===== src/rtl/io_output_reg.sv =====
// rtl/io_output_reg.sv - memory-mapped output ports with strobes and hex display scanner (optional readback: IO_OUT_READBACK_EN)
module io_output_reg #(
    parameter logic [15:0] SCAN_DIV   = 16'd50000,
    parameter int          NUM_DIGITS = 4
) (
    input  logic                  io_clk,
    input  logic                  reset,
    input  logic [31:0]           addr,
    input  logic [31:0]           datain,
    input  logic                  write_io_enable,
    output logic [31:0]           out_port0,
    output logic [31:0]           out_port1,
    output logic [31:0]           out_port2,
    output logic [2:0]            out_upd,
    output logic [31:0]           io_read_data,
    output logic [6:0]            hex_seg,
    output logic [NUM_DIGITS-1:0] hex_an
);

    localparam logic [5:0] SEL_PORT0 = 6'b100000;
    localparam logic [5:0] SEL_PORT1 = 6'b100001;
    localparam logic [5:0] SEL_PORT2 = 6'b100010;
    localparam logic [2:0] IDX_LAST  = 3'(NUM_DIGITS - 1);

    logic [31:0]           port0_q, port0_d;
    logic [31:0]           port1_q, port1_d;
    logic [31:0]           port2_q, port2_d;
    logic [2:0]            upd_q, upd_d;
    logic [15:0]           cnt_q, cnt_d;
    logic [2:0]            idx_q, idx_d;
    logic [6:0]            seg_q, seg_d;
    logic [NUM_DIGITS-1:0] an_q, an_d;
    logic [2:0]            wr_sel;
    logic [3:0]            nibble;

    // Only addr[7:2] takes part in decoding; the rest is deliberately ignored.
    logic unused_addr_bits;
    assign unused_addr_bits = ^{addr[31:8], addr[1:0]};

    // Active-low {g,f,e,d,c,b,a} pattern for one hex digit.
    function automatic logic [6:0] hex7(input logic [3:0] n);
        case (n)
            4'h0: hex7 = 7'b1000000;
            4'h1: hex7 = 7'b1111001;
            4'h2: hex7 = 7'b0100100;
            4'h3: hex7 = 7'b0110000;
            4'h4: hex7 = 7'b0011001;
            4'h5: hex7 = 7'b0010010;
            4'h6: hex7 = 7'b0000010;
            4'h7: hex7 = 7'b1111000;
            4'h8: hex7 = 7'b0000000;
            4'h9: hex7 = 7'b0010000;
            4'hA: hex7 = 7'b0001000;
            4'hB: hex7 = 7'b0000011;
            4'hC: hex7 = 7'b1000110;
            4'hD: hex7 = 7'b0100001;
            4'hE: hex7 = 7'b0000110;
            default: hex7 = 7'b0001110;
        endcase
    endfunction

    // Next-state: write decode, strobes, scan counter/index, and display from current index and port 2.
    always_comb begin
        wr_sel[0] = write_io_enable && (addr[7:2] == SEL_PORT0);
        wr_sel[1] = write_io_enable && (addr[7:2] == SEL_PORT1);
        wr_sel[2] = write_io_enable && (addr[7:2] == SEL_PORT2);

        port0_d = wr_sel[0] ? datain : port0_q;
        port1_d = wr_sel[1] ? datain : port1_q;
        port2_d = wr_sel[2] ? datain : port2_q;
        upd_d   = wr_sel;

        cnt_d = cnt_q + 16'd1;
        idx_d = idx_q;
        if (cnt_q == SCAN_DIV - 16'd1) begin
            cnt_d = 16'd0;
            idx_d = (idx_q == IDX_LAST) ? 3'd0 : idx_q + 3'd1;
        end

        nibble = port2_q[{idx_q, 2'b00} +: 4];
        seg_d  = hex7(nibble);
        an_d   = ~(NUM_DIGITS'(1) << idx_q);
    end

    // State registers; reset leaves digit 0 selected showing '0'.
    always_ff @(posedge io_clk or posedge reset) begin
        if (reset) begin
            port0_q <= 32'h0;
            port1_q <= 32'h0;
            port2_q <= 32'h0;
            upd_q   <= 3'b000;
            cnt_q   <= 16'd0;
            idx_q   <= 3'd0;
            seg_q   <= 7'b1000000;
            an_q    <= ~NUM_DIGITS'(1);
        end else begin
            port0_q <= port0_d;
            port1_q <= port1_d;
            port2_q <= port2_d;
            upd_q   <= upd_d;
            cnt_q   <= cnt_d;
            idx_q   <= idx_d;
            seg_q   <= seg_d;
            an_q    <= an_d;
        end
    end

    assign out_port0 = port0_q;
    assign out_port1 = port1_q;
    assign out_port2 = port2_q;
    assign out_upd   = upd_q;
    assign hex_seg   = seg_q;
    assign hex_an    = an_q;

`ifdef IO_OUT_READBACK_EN
    // Readback of the output latches through the same address window.
    always_comb begin
        io_read_data = 32'h0;
        case (addr[7:2])
            SEL_PORT0: io_read_data = port0_q;
            SEL_PORT1: io_read_data = port1_q;
            SEL_PORT2: io_read_data = port2_q;
            default:   io_read_data = 32'h0;
        endcase
    end
`else
    assign io_read_data = 32'h0;
`endif

endmodule


===== config.mk =====
export PLATFORM = sky130hd
export DESIGN_NAME = io_output_reg
export DESIGN_NICKNAME = d
export VERILOG_FILES = /design/src/rtl/io_output_reg.sv
export SDC_FILE = /design/constraint.sdc
export NUM_CORES = 1
export LEC_CHECK = 0
export BUFFER_PORTS_ARGS = -buffer_cell sky130_fd_sc_hd__buf_2
export CAP_MARGIN = 20
export CORE_ASPECT_RATIO = 0.5
export CORE_UTILIZATION = 51
export CTS_BUF_LIST = sky130_fd_sc_hd__clkbuf_8
export DETAILED_ROUTE_END_ITERATION = 10
export PLACE_DENSITY = 0.82
export REMOVE_ABC_BUFFERS = 1
export SETUP_SLACK_MARGIN = 0.5
export SYNTH_ARGS = -nofsm -noshare
export SYNTH_HDL_FRONTEND = slang
export SYNTH_SLANG_ARGS = --single-unit
export TNS_END_PERCENT = 100

===== constraint.sdc =====
create_clock -name io_clk -period 4.9 [get_ports io_clk]
set_input_delay 0.245 -clock io_clk [delete_from_list [all_inputs] [get_ports io_clk]]
set_output_delay 0.245 -clock io_clk [all_outputs]
set_load 0.02 [all_outputs]

Yosys cells after proc, flatten, opt, wreduce, memory -nomap -nowiden
Memories as Yosys holds them, arrays and structs flattened. A register that Yosys moved wholly into a read port is not among the register bits.
Cells that the tools add are included.

storage, ports and cells
  register bits = 122
  bits in read-only memories = 112
  word-level logic and storage cells = 23
  memories kept = 1

memories
  name             depth  bits a word  read ports  clocked after memory_dff  wr ports  line  text
  (no name shown)  16     7            1           1                         0         42    case (n)

cells by class
  add/subtract/negate cells = 2
  equal/unequal tests = 5
  shift operators = 2
  muxes and demuxes = 2
  bitwise operators = 1
  reduce and logical (&&, ||, !) cells = 3

operators with widths
  operator                                          count
  variable part select 32 x 6 -> 4 bit              1
  == test 6 bit (second input constant)             3
  adder 16 x 1 -> 16 bit (second input constant)    1
  == test 16 bit (second input constant)            1
  two-way mux 16 bit                                1
  NOT 4 bit                                         1
  left shift 1 x 3 -> 4 bit (first input constant)  1
  adder 3 x 1 -> 3 bit (second input constant)      1
  == test 3 x 2 -> 1 bit (second input constant)    1
  logical AND 1 bit                                 3
  two-way mux 3 bit                                 1

Depth between registers and ports, before layout
Gate-level depths: netlist of run 1.

  word-level depth = 2
  gate-level depth with buffers = 8
  depth with buffers taken out = 7

Least setup slack after synthesis of run 1
Ideal clock, no wire load.

  path type = flip-flop to flip-flop
  start = reg idx_q[0]
  end = reg seg_q[0] (netlist: hex_seg[0])
  library setup time = 0.124 ns
  data arrival time = 2.143 ns
  setup slack = 2.633 ns
  stages on the path, launching flop included = 8
  path buffers = 1
  clock period less this slack = 2.267 ns
  path through = dfrtp_1 -> buf_6 -> mux4_1 -> mux2i_1 -> inv_1 -> ha_1 -> and3_2 -> a211o_1

on the way
  word-level cells in the longest chain between the ends = 1

RTL lines
  what                                  line  text
  start: declaration                    30    logic [2:0] idx_q, idx_d;
  start signal: assignment              102   idx_q <= idx_d;
  variable part select 32 x 6 -> 4 bit  80    nibble = port2_q[{idx_q, 2'b00} +: 4];
  end: declaration                      31    logic [6:0] seg_q, seg_d;

No other way between the ends.
A chain may end at the register's enable or synchronous reset.

Final worst setup path of run 1
Ends and elaborated chain as after synthesis.

==> key figures, run 1 <==
Finish
  • Area growth from synthesis to layout: 20.3%
  • Final instance area: between 6000 and 7000 um2
  • Final nets: 622
  • Filler cells: between 700 and 800
  • # diodes: 0
  • Proportion of layout cells with a drive suffix above 1: 0.530
  • Post-Layout Cell Count: about 700
  • Post-Route Utilization: 0.653

Setup path
  • Critical setup path kind: flop to flop
  • CP max FO: 11
  • Reg2reg end: hex_seg[0]$_DFF_PP0_
  • Worst Setup SP: idx_q[0]$_DFFE_PP0N_
  • Largest delay contributor family on the critical path: multiplexers
  • CP cell instances: mux4_1, mux2i_1, inv_1, ha_1, and3_2, a211o_1
  • R2R Path Start: idx_q[0]$_DFFE_PP0N_
  • Critical path capture point type: flop
  • Worst setup path end: hex_seg[0]$_DFF_PP0_
  • CP peak stage delay: 740 ps
  • CP Launch Type: flop
  • Worst endpoint required time: 5210 ps
  • Worst path buffer plus inverter count: 1
  • Crit path max-delay cell type: dfrtp_1
  • Arr. time, crit path: 3110 ps
  • Setup slack, reg-to-reg: 2100 ps
  • Worst R2R Path Depth: 6
  • Crit path depth: 6

Power
  • Int Pwr: around 2.0 mW
  • Flop pwr share: 0.442
  • Net Sw Frac: 0.288
  • Worst VDD drop: approximately 0.00020 V
  • Sw Pwr: roughly 0.81 mW
  • Tot Pwr: about 2.8 mW
  • Gate power share: 0.187
  • Leak: between 3 and 4 nW
  • Power density cells: just over 400 nW/um2
  • Clk network pwr share: 0.371

Yosys
  • Share of synthesized registers carrying an async set or reset: 1.00
  • Register bit total from synthesis: roughly 130
  • Most numerous cell in the Yosys netlist: dfrtp_1
  • Synthesized area: 5740 um2
  • Distinct cells, synth: 43
  • Primary FF master, synth: dfrtp_1
  • Synth area leader: dfrtp_1
  • Post-synthesis sequential area ratio: 0.563
  • Yosys warns: 0
  • Post-synth EDFFs: 0
  • Top cells by count, synth: 125 x dfrtp_1, 95 x mux2_2, 35 x buf_4
  • Syn Area/Cell: 14.8 um2
  • Top cell type's share of synthesized area: 0.545
  • Top post-synthesis cells by area: dfrtp_1 54%, mux2_2 19%, buf_4 4.6%, mux4_1 2.7%, ha_1 2.4%
  • Mapped Cells: 387

Floorplanning
  • Die height: 77.0 um
  • FP Rows: 26
  • DIE WIDTH: 152 um
  • Core Footprint: roughly 11000 um2
  • Starting density of the core: 0.543
  • Full die area: 11700 um2
  • # IOs: 209

Place
  • DP Cell Count: about 670
  • Placed Area: 6450 um2
  • Hpwl dp: 8010 um
  • Routability cong.: slightly below 0.8
  • # port buffers: 150

Route
  • Post-route ant nets: 0
  • Drt total wl: 11500 um
  • Remaining DRCs: 20
  • Vias: 3513
  • Routed WL per cell: 16.5 um
  • First-pass iteration count of the detailed router: 7
  • Drt first-iter violations: 184
  • DR vias/cell: 5.04

Run
  • Max-cap violation count: 0

Timing
  • Slew @ Worst Pin: 1040 ps
  • Peak Freq: 0.357 GHz
  • Final Hold Vio Count: 0
  • Worst clock skew: 9.17 ps
  • Final Setup Violations: 0
  • Final TNS setup: 0 ps
  • Final min period: 2800 ps
  • Unrepaired setup endpoints after global routing: no
  • Max Slew Vio Count: 0
  • Period utilization: 0.572
  • Relative slew slack: 0.303

Global routing
  • Antenna violations before repair: 0
  • Largest net degree at the start of global routing: 75
  • GRT overflow: 0
  • Vias in the first global route: 3722
  • Total track usage: 0.215
  • First-pass GRT wire length: 19200 um

Clock tree
  • Num CTS Buffers: 17
  • Sink Count: 129
  • CTS tree: done
  • Clk root buf: clkbuf_8
  • Worst-Skew Late Latency: 440 ps
  • Post CTS Setup Buffer Count: 0
  • Worst-path clk slew: approximately 70 ps
  • H-tree Lvls: 4
  • CTS resizes: 0
  • Clock tree buffer depth: 2
  • Cts hold-fix bufs: 0

Outcome
  • Status: finished with violations
  • Failing checks: DRC

Worst hold path
  • Hold Path Class: input port to asynchronous set/reset pin
metrics by stage:
step           hold WS, ps  setup WS, ps
3_3_place_gp           462          2090
3_5_place_dp           472          2060
4_1_cts               23.0          2050
5_1_grt               43.0          1860
6_report              9.64          2100
2_1_floorplan          380          1220
how the worst min path moves through the flow:
stage / end / slack (ps)
6_report: idx_q[1]$_DFFE_PP0N_ / 10
3_3_place_gp: cnt_q[15]$_DFF_PP0_ / 460
2_1_floorplan: out_port0[23]$_DFFE_PP0P_ / 380
5_1_grt: out_port1[29]$_DFFE_PP0P_ / 40
4_1_cts: out_upd[2]$_DFF_PP0_ / 20
3_5_place_dp: out_port1[21]$_DFFE_PP0P_ / 470
layout by cell type, fill, tap and decap left out, types with 2 or more instances in the layout:
cell	n
inv_6	2
inv_1	6
dfrtp_1	125
buf_2	150
dfstp_2	4
xor2_1	6
clkinv_4	2
conb_1	32
nor2_1	6
mux2i_1	8
nand3_1	8
nor4bb_1	2
mux4_1	6
and3_1	8
mux4_2	2
or3_1	2
buf_4	4
mux2_2	95
ha_1	11
clkinv_2	3
bufinv_16	5
o21ai_0	5
clkbuf_8	18
nand2b_1	5
mux2i_4	2
nand2_1	5
mux2_1	4
and4_1	3
nor3b_4	2
xnor2_1	6
nand4_1	3
cell families after synthesis:
kind of cell,after synthesis,share of synthesized area
AND/OR/NAND/NOR,50,0.0586
XOR/XNOR,12,0.0183
flip-flops,129,0.563
adder cells (fa/ha/maj),11,0.0240
buffers and inverters,54,0.0689
AO/OA/AOI/OAI,13,0.0150
other,1,0.000653
multiplexers,117,0.251
worst reg2reg max path: stages (launching register included):
cell     delay, ps
dfrtp_1        740
mux4_1         640
mux2i_1        440
inv_1          160
ha_1           280
and3_2         180
a211o_1        230
sequential cells by signal (all words and copies together) (netlist names):
name / cells
out_port1: 32
out_port2: 32
out_upd: 3
hex_an: 4
out_port0: 32
cnt_q: 16
idx_q: 3
hex_seg: 7
power groups by stage:
stage                     registers, mW  logic (mW)  clock network (mW)
after global routing               1.26       0.562                1.12
after global placement             1.26       0.521                   0
final                              1.25       0.526                1.05
after detailed placement           1.27       0.531                   0
after floorplan                    1.41       0.189                   0
after CTS                          1.25       0.532                1.07
layout make-up:
| type | instances | area (um2) | share of cell area |
|---|---|---|---|
| inverters | 7 | 28.8 | 0.00417 |
| clock inverters | 14 | 211 | 0.0306 |
| flip-flops and latches | 129 | 3230 | 0.468 |
| clock buffers | 18 | 248 | 0.0359 |
| well taps | 140 | 175 | 0.0254 |
| multi-input cells | 235 | 2230 | 0.323 |
| repair buffers | 154 | 781 | 0.113 |
per-layer routing:
metal	global-route usage	wire length, um	up-vias
met5	0	0	-
li1	-	-	1630
met4	0.108	255	0
met2	0.358	5710	109
met3	0.0582	510	21
met1	0.261	5010	1753
No activity file was read; power rests on OpenSTA's default activity.
==> run 2: changes to the inputs <==
--- a/config.mk
+++ b/config.mk
@@ -5,10 +5,11 @@
 export SDC_FILE = /design/constraint.sdc
 export NUM_CORES = 1
 export LEC_CHECK = 0
+export ABC_AREA = 1
 export BUFFER_PORTS_ARGS = -buffer_cell sky130_fd_sc_hd__buf_2
 export CAP_MARGIN = 20
 export CORE_ASPECT_RATIO = 0.5
-export CORE_UTILIZATION = 51
+export CORE_UTILIZATION = 52
 export CTS_BUF_LIST = sky130_fd_sc_hd__clkbuf_8
 export DETAILED_ROUTE_END_ITERATION = 10
 export PLACE_DENSITY = 0.82
==> constraint.sdc (replaced) <==
create_clock -name io_clk -period 2.8 [get_ports io_clk]
set_input_delay 0.14 -clock io_clk [delete_from_list [all_inputs] [get_ports io_clk]]
set_output_delay 0.14 -clock io_clk [all_outputs]
set_load 0.02 [all_outputs]
==> run 2 against run 1 <==
The run now ends clean; fmax up 40%; global-route usage up 2.4 points; synthesized cell count up 75%; routed wire length up 21%; non-clock buffer count increased by 35; utilization is 1.7 points higher; sequential share of layout area decreased by 4.0 points; critical path type unchanged; total power increased by 76%; register-to-register slack got worse by 1300 ps; largest power group unchanged.
==> key figures, run 2 <==
Outcome
  • Status: finished, final reports clean (was finished with violations)

Yosys
  • Distinct cells, synth: 33 (was 43)
  • Share of synthesized registers carrying an async set or reset: 1.00 (unchanged)
  • Post-synthesis sequential area ratio: 0.526 (was 0.563)
  • Yosys warns: 0 (unchanged)
  • Post-synth EDFFs: 0 (unchanged)
  • Top cells by count, synth: 188 x nand2_1, 125 x dfrtp_1, 83 x inv_1 (was 125 x dfrtp_1, 95 x mux2_2, 35 x buf_4)
  • Primary FF master, synth: dfrtp_1 (unchanged)
  • Top post-synthesis cells by area: dfrtp_1 51%, nand2_1 11%, inv_1 5.1%, o21ai_1 4.4%, buf_4 4.2% (was dfrtp_1 54%, mux2_2 19%, buf_4 4.6%, mux4_1 2.7%, ha_1 2.4%)
  • Register bit total from synthesis: 129 (unchanged)
  • Most numerous cell in the Yosys netlist: nand2_1 (was dfrtp_1)
  • Top cell type's share of synthesized area: 0.509 (was 0.545)
  • Synth area leader: dfrtp_1 (unchanged)
  • Mapped Cells: 678 (was 387)
  • Syn Area/Cell: 9.06 um2 (was 14.8 um2)
  • Synthesized area: 6140 um2 (was 5740 um2)

Floorplanning
  • Full die area: 12300 um2 (was 11700 um2)
  • DIE WIDTH: 156 um (was 152 um)
  • Starting density of the core: 0.546 (was 0.543)
  • Die height: 78.8 um (was 77.0 um)
  • Core Footprint: 11200 um2 (was 10600 um2)
  • # IOs: 209 (unchanged)
  • FP Rows: 27 (was 26)

Setup path
  • CP Launch Type: flop (unchanged)
  • Worst endpoint required time: 3120 ps (was 5210 ps)
  • Reg2reg end: hex_seg[3]$_DFF_PP0_ (was hex_seg[0]$_DFF_PP0_)
  • R2R Path Start: idx_q[0]$_DFFE_PP0N_ (unchanged)
  • Setup slack, reg-to-reg: 800 ps (was 2100 ps)
  • Critical path capture point type: flop (unchanged)
  • CP max FO: 19 (was 11)
  • Worst Setup SP: idx_q[0]$_DFFE_PP0N_ (unchanged)
  • Arr. time, crit path: 2320 ps (was 3110 ps)
  • Critical setup path kind: flop to flop (unchanged)
  • Worst R2R Path Depth: 12 (was 6)

Route
  • Remaining DRCs: 0 (was 20)
  • Drt first-iter violations: 269 (was 184)
  • Post-route ant nets: 0 (unchanged)
  • DR vias/cell: 4.80 (was 5.04)
  • First-pass iteration count of the detailed router: 5 (was 7)
  • Vias: 4944 (was 3513)
  • Routed WL per cell: 13.5 um (was 16.5 um)
  • Drt total wl: 13900 um (was 11500 um)

Worst hold path
  • Hold Path Class: input port to flop (was input port to asynchronous set/reset pin)
  • Hold_sp: datain[2]
  • Hold path endpoint: out_port2[2]$_DFFE_PP0P_
  • Hold path cells: 3

Power
  • Power density cells: 658 nW/um2 (was 408 nW/um2)
  • Worst VDD drop: 0.000294 V (was 0.000196 V)
  • Leak: 4.17 nW (was 3.72 nW)

Run
  • Max-cap violation count: 0 (unchanged)

Finish
  • Proportion of layout cells with a drive suffix above 1: 0.274 (was 0.530)
  • Commonest non-fill, non-tap cells in the layout: 187 x nand2_1, 150 x buf_2, 125 x dfrtp_1 (was 150 x buf_2, 125 x dfrtp_1, 95 x mux2_2)
  • Post-Route Utilization: 0.670 (was 0.653)
  • Post-Layout Cell Count: 1030 (was 697)
  • Most common cell after layout, fill and taps aside: nand2_1 (was buf_2)
  • # diodes: 0 (unchanged)
  • Final nets: 936 (was 622)
  • Area growth from synthesis to layout: 22.8% (was 20.3%)

Timing
  • Period utilization: 0.715 (was 0.572)
  • Final setup margin: 798 ps (was 2100 ps)
  • Max Slew Vio Count: 0 (unchanged)
  • Final min period: 2000 ps (was 2800 ps)
  • Slew @ Worst Pin: 660 ps (was 1040 ps)
  • Unrepaired setup endpoints after global routing: no (unchanged)
  • Final Setup Violations: 0 (unchanged)
  • Worst clock skew: 10.4 ps (was 9.17 ps)
  • Relative slew slack: 0.560 (was 0.303)
  • Peak Freq: 0.499 GHz (was 0.357 GHz)
  • Final TNS setup: 0 ps (unchanged)
  • Final Hold Vio Count: 0 (unchanged)

Global routing
  • Total track usage: 0.239 (was 0.215)
  • Antenna violations before repair: 0 (unchanged)
  • First-pass GRT wire length: 22600 um (was 19200 um)
  • GRT overflow: 0 (unchanged)
  • Vias in the first global route: 4778 (was 3722)
  • Largest net degree at the start of global routing: 66 (was 75)

Clock tree
  • Sink Count: 129 (unchanged)
  • H-tree Lvls: 4 (unchanged)
  • Num CTS Buffers: 17 (unchanged)
  • Worst-Skew Late Latency: 430 ps (was 440 ps)
  • Post CTS Setup Buffer Count: 0 (unchanged)
  • Worst-path clk slew: 70 ps (about the same)
  • Clk root buf: clkbuf_8 (unchanged)
  • CTS tree: done (unchanged)
  • Clock tree buffer depth: 2 (unchanged)

Place
  • Routability cong.: 0.905 (was 0.787)
  • # port buffers: 150 (unchanged)
  • Hpwl dp: 9250 um (was 8010 um)
  • Pre-CTS WS: 828 ps (was 2060 ps)
  • DP Cell Count: 966 (was 665)
## run 2: changes by cell type in the layout (fill, tap and decap cells not counted), moves of 7 or more
| cell | delta |
|---|---|
| and3_1 | -8 |
| dlygate4sd3_1 | +32 |
| mux2i_1 | -8 |
| nand2_1 | +182 |
| nand3_1 | +25 |
| nand3_2 | +7 |
| mux2_2 | -95 |
| o21ai_0 | +24 |
| inv_1 | +80 |
| o21ai_2 | +19 |
| o21ai_1 | +54 |
| nor2_1 | +16 |
## run 2: worst max path at each step
stage | depth (start not counted) | slack [ps] | to
after global placement | 12 | 850 | hex_seg[3]$_DFF_PP0_
after floorplan | 1 | -770 | cnt_q[0]$_DFF_PP0_
final | 12 | 800 | hex_seg[3]$_DFF_PP0_
after CTS | 12 | 800 | hex_seg[3]$_DFF_PP0_
after global routing | 12 | 620 | hex_seg[3]$_DFF_PP0_
after detailed placement | 12 | 830 | hex_seg[3]$_DFF_PP0_
## run 2: layout make-up
class                      instances  area [um2]
tap                              159         199
multi-input combinational        434        2190
timing repair buffer             189        1140
sequential                       129        3230
inverter                          87         335
clock buffer                      18         248
fill                             907        3710
clock inverter                    14         198
## run 2: worst max-delay path, cell delays in order, from the launching register on
cell and delay, ps:
dfrtp_1 630, inv_6 160, nand2_1 90, nand2_1 50
nand2_1 50, nand3_1 70, nand2_1 200, inv_1 120
ha_1 230, nand3_1 120, nand2_1 80, nand2_1 60
nand2_1 40
## run 2: logic make-up after synthesis
| kind of cell | count (synthesis) | synth area share |
|---|---|---|
| AOI/OAI and AO/OA | 103 | 0.0958 |
| xor gates and xnor gates | 11 | 0.0157 |
| adders and majority gates | 11 | 0.0224 |
| buffers and inverters | 146 | 0.137 |
| DFF | 129 | 0.526 |
| other | 1 | 0.000611 |
| and+or+nand+nor | 277 | 0.202 |
## run 2: power breakdown
| group | internal (mW) | switching, mW | total [mW] | leakage [nW] |
|---|---|---|---|---|
| Sequential | 2.07 | 0.124 | 2.19 | 1.71 |
| Clock | 1.07 | 0.720 | 1.79 | 0.230 |
| Combinational | 0.330 | 0.650 | 0.980 | 2.24 |
| Total | 3.47 | 1.49 | 4.96 | 4.17 |
## run 2: metal layers
layer,part of all wire,track usage,vias up
met4,0.026,0.102,0
met3,0.044,0.0524,32
met2,0.50,0.406,156
met1,0.43,0.299,2336
met5,0,0,-
li1,-,-,2420
## run 2: metrics by stage
stage	power (mW)	instance area, um2	hold slack, ps
after global routing	5.18	7540	41.7
after global placement	3.13	6780	268
after floorplan	2.82	5750	303
after detailed placement	3.16	6780	273
after CTS	4.98	7540	11.0
final	4.96	7540	21.7
## run 2: timing repair
item                      in CTS  in global routing
hold buffers                  32                  0
hold endpoints to repair     115                  0
resized for setup              0                  0
==> run 3: changes to the inputs <==
--- a/config.mk
+++ b/config.mk
@@ -9,10 +9,10 @@
 export BUFFER_PORTS_ARGS = -buffer_cell sky130_fd_sc_hd__buf_2
 export CAP_MARGIN = 20
 export CORE_ASPECT_RATIO = 0.5
-export CORE_UTILIZATION = 52
+export CORE_UTILIZATION = 47
 export CTS_BUF_LIST = sky130_fd_sc_hd__clkbuf_8
 export DETAILED_ROUTE_END_ITERATION = 10
-export PLACE_DENSITY = 0.82
+export PLACE_DENSITY = 0.78
 export REMOVE_ABC_BUFFERS = 1
 export SETUP_SLACK_MARGIN = 0.5
 export SYNTH_ARGS = -nofsm -noshare
==> constraint.sdc (replaced) <==
create_clock -name io_clk -period 1.8 [get_ports io_clk]
set_input_delay 0.09 -clock io_clk [delete_from_list [all_inputs] [get_ports io_clk]]
set_output_delay 0.09 -clock io_clk [all_outputs]
set_load 0.02 [all_outputs]
==> run 3 against run 2 <==
Global-route usage fell by 0.14 points; largest cell class unchanged; non-clock buffer count rose by 35; hold slack improved by 78 ps; via count rose by 4.4%.
==> key figures, run 3 (synthesized netlist as in run 2, its figures left out) <==
Finish
  • Final instance area: 8140 um2 (was 7540 um2)
  • Commonest non-fill, non-tap cells in the layout: 171 x nand2_1, 150 x buf_2, 123 x dfrtp_1 (was 187 x nand2_1, 150 x buf_2, 125 x dfrtp_1)
  • # diodes: 0 (unchanged)
  • Post-Route Utilization: 0.641 (was 0.670)
  • Area growth from synthesis to layout: 32.5% (was 22.8%)
  • Final nets: 973 (was 936)
  • Most common cell after layout, fill and taps aside: nand2_1 (unchanged)
  • Proportion of layout cells with a drive suffix above 1: 0.369 (was 0.274)
  • Post-Layout Cell Count: 1078 (was 1030)

Clock tree
  • Clock tree buffer depth: 2 (unchanged)
  • Worst-path clk slew: 80 ps (was 70 ps)
  • Num CTS Buffers: 17 (unchanged)
  • Sink Count: 129 (unchanged)
  • Clk root buf: clkbuf_8 (unchanged)
  • Worst-Skew Late Latency: 440 ps (was 430 ps)
  • CTS tree: done (unchanged)
  • H-tree Lvls: 4 (unchanged)

Global routing
  • Largest net degree at the start of global routing: 66 (unchanged)
  • Antenna violations before repair: 0 (unchanged)
  • Total track usage: 0.238 (was 0.239)
  • Vias in the first global route: 5038 (was 4778)
  • GRT overflow: 0 (unchanged)
  • First-pass GRT wire length: 25100 um (was 22600 um)

Timing
  • Final Setup Violations: 0 (unchanged)
  • Period utilization: 0.905 (was 0.715)
  • Final min period: 1630 ps (was 2000 ps)
  • Worst clock skew: 15.3 ps (was 10.4 ps)
  • Final Hold Vio Count: 0 (unchanged)
  • Peak Freq: 0.614 GHz (was 0.499 GHz)
  • Unrepaired setup endpoints after global routing: yes (was no)
  • Final TNS setup: 0 ps (unchanged)
  • Relative slew slack: 0.549 (was 0.560)
  • Final setup margin: 171 ps (was 798 ps)
  • Worst hold margin: 99.5 ps (was 21.7 ps)
  • Slew @ Worst Pin: 677 ps (was 660 ps)
  • Max Slew Vio Count: 0 (unchanged)

Setup path
  • CP peak stage delay: 390 ps (was 630 ps)
  • Critical setup path kind: flop to flop (unchanged)
  • CP cell instances: buf_6, inv_4, nand2_1, nand3_1, nand2_1, nand2_1, nand2_2, ha_4, inv_2, nand3_1, nand3_1, nand2_1 (was inv_6, nand2_1, nand2_1, nand2_1, nand3_1, nand2_1, inv_1, ha_1, nand3_1, nand2_1, nand2_1, nand2_1)
  • Crit path max-delay cell type: dfrtp_1 (unchanged)
  • Cell mode on critical path: nand2_1 (unchanged)
  • CP Launch Type: flop (unchanged)
  • Worst endpoint required time: 2120 ps (was 3120 ps)
  • Arr. time, crit path: 1950 ps (was 2320 ps)
  • Worst path buffer plus inverter count: 3 (was 2)
  • Largest delay contributor family on the critical path: simple AND/OR/NAND/NOR gates (unchanged)
  • CP max FO: 7 (was 19)
  • Critical path capture point type: flop (unchanged)

Floorplanning
  • Full die area: 13600 um2 (was 12300 um2)
  • FP Rows: 29 (was 27)
  • Starting density of the core: 0.484 (was 0.546)
  • Core Footprint: 12700 um2 (was 11200 um2)
  • Die height: 82.8 um (was 78.8 um)
  • # IOs: 209 (unchanged)
  • DIE WIDTH: 164 um (was 156 um)

Outcome
  • Status: finished, final reports clean (unchanged)

Route
  • Drt first-iter violations: 315 (was 269)
  • DR vias/cell: 4.79 (was 4.80)
  • Post-route ant nets: 0 (unchanged)
  • Drt total wl: 15400 um (was 13900 um)
  • Routed WL per cell: 14.3 um (was 13.5 um)
  • Remaining DRCs: 0 (unchanged)
  • First-pass iteration count of the detailed router: 8 (was 5)
  • Vias: 5164 (was 4944)

Power
  • Gate power share: 0.215 (was 0.198)
  • Clk network pwr share: 0.340 (was 0.360)
  • Sw Pwr: 2.50 mW (was 1.49 mW)
  • Tot Pwr: 7.66 mW (was 4.96 mW)
  • Int Pwr: 5.16 mW (was 3.47 mW)
  • Leak: 4.37 nW (was 4.17 nW)
  • Flop pwr share: 0.446 (was 0.442)
  • Worst VDD drop: 0.000464 V (was 0.000294 V)
  • Power density cells: 941 nW/um2 (was 658 nW/um2)
  • Net Sw Frac: 0.327 (was 0.301)

Place
  • # port buffers: 150 (unchanged)
  • Routability cong.: 0.896 (was 0.905)
  • Placed Area: 6870 um2 (was 6780 um2)
  • DP Cell Count: 984 (was 966)
  • Hpwl dp: 9830 um (was 9250 um)
  • Pre-CTS WS: -18.0 ps (was 828 ps)

Run
  • Max-cap violation count: 0 (unchanged)

Worst hold path
  • Hold Path Class: input port to flop (unchanged)
run 3: cell types whose count changed in the layout (fill, tap and decap cells not counted), sizes merged, moves of 2 or more:
cell      change
buf          +34
bufinv        -3
inv           +3
clkbuf        +2
clkinvlp      -2
run 3: tightest hold or removal path: stages:
cell and delay, ps:
buf_2 80, nor3_2 60, nand3_2 180, o21ai_1 80
run 3: per-layer routing:
layer	part of all wire	track usage	vias up
met4	0.022	0.0791	0
li1	-	-	2500
met1	0.43	0.301	2470
met2	0.51	0.407	166
met3	0.045	0.0480	28
met5	0	0	-
run 3: cell type report:
cell class,count,area (um2)
sequential,129,3240
inverter,87,347
timing repair inverter,1,6.26
clock inverter,12,145
multi-input combinational,435,2480
fill,960,4560
timing repair buffer,224,1440
clock buffer,20,275
tap,170,213
run 3: worst paths after layout:
kind,cells past startpoint,end,start,slack (ps)
worst min-delay path,4,out_port0[18]$_DFFE_PP0P_,addr[4],100
max in group asynchronous,4,out_port2[20]$_DFFE_PP0P_,reset,880
worst max register to register,12,hex_seg[0]$_DFF_PP0_,idx_q[0]$_DFFE_PP0N_,170
min in group asynchronous,3,out_port2[23]$_DFFE_PP0P_,reset,250
worst min register to register,2,out_port0[8]$_DFFE_PP0P_,out_port0[8]$_DFFE_PP0P_,480
worst max-delay path,12,hex_seg[0]$_DFF_PP0_,idx_q[0]$_DFFE_PP0N_,170
run 3: power by group through the flow:
stage	clock, mW	combinational [mW]	sequential [mW]
after floorplan	0	0.547	3.84
after global placement	0	1.45	3.45
after detailed placement	0	1.48	3.46
after CTS	2.66	1.60	3.41
after global routing	2.78	1.78	3.45
final	2.60	1.64	3.42
run 3: what timing repair did:
action / CTS / global route
pin swaps: 19 / 22
gates cloned: 2 / 0
endpoints found under the hold margin: 130 / 0
setup endpoints to repair: 20 / 24
resized for setup: 38 / 42
setup buffers: 19 / 8
hold buffers: 33 / 0
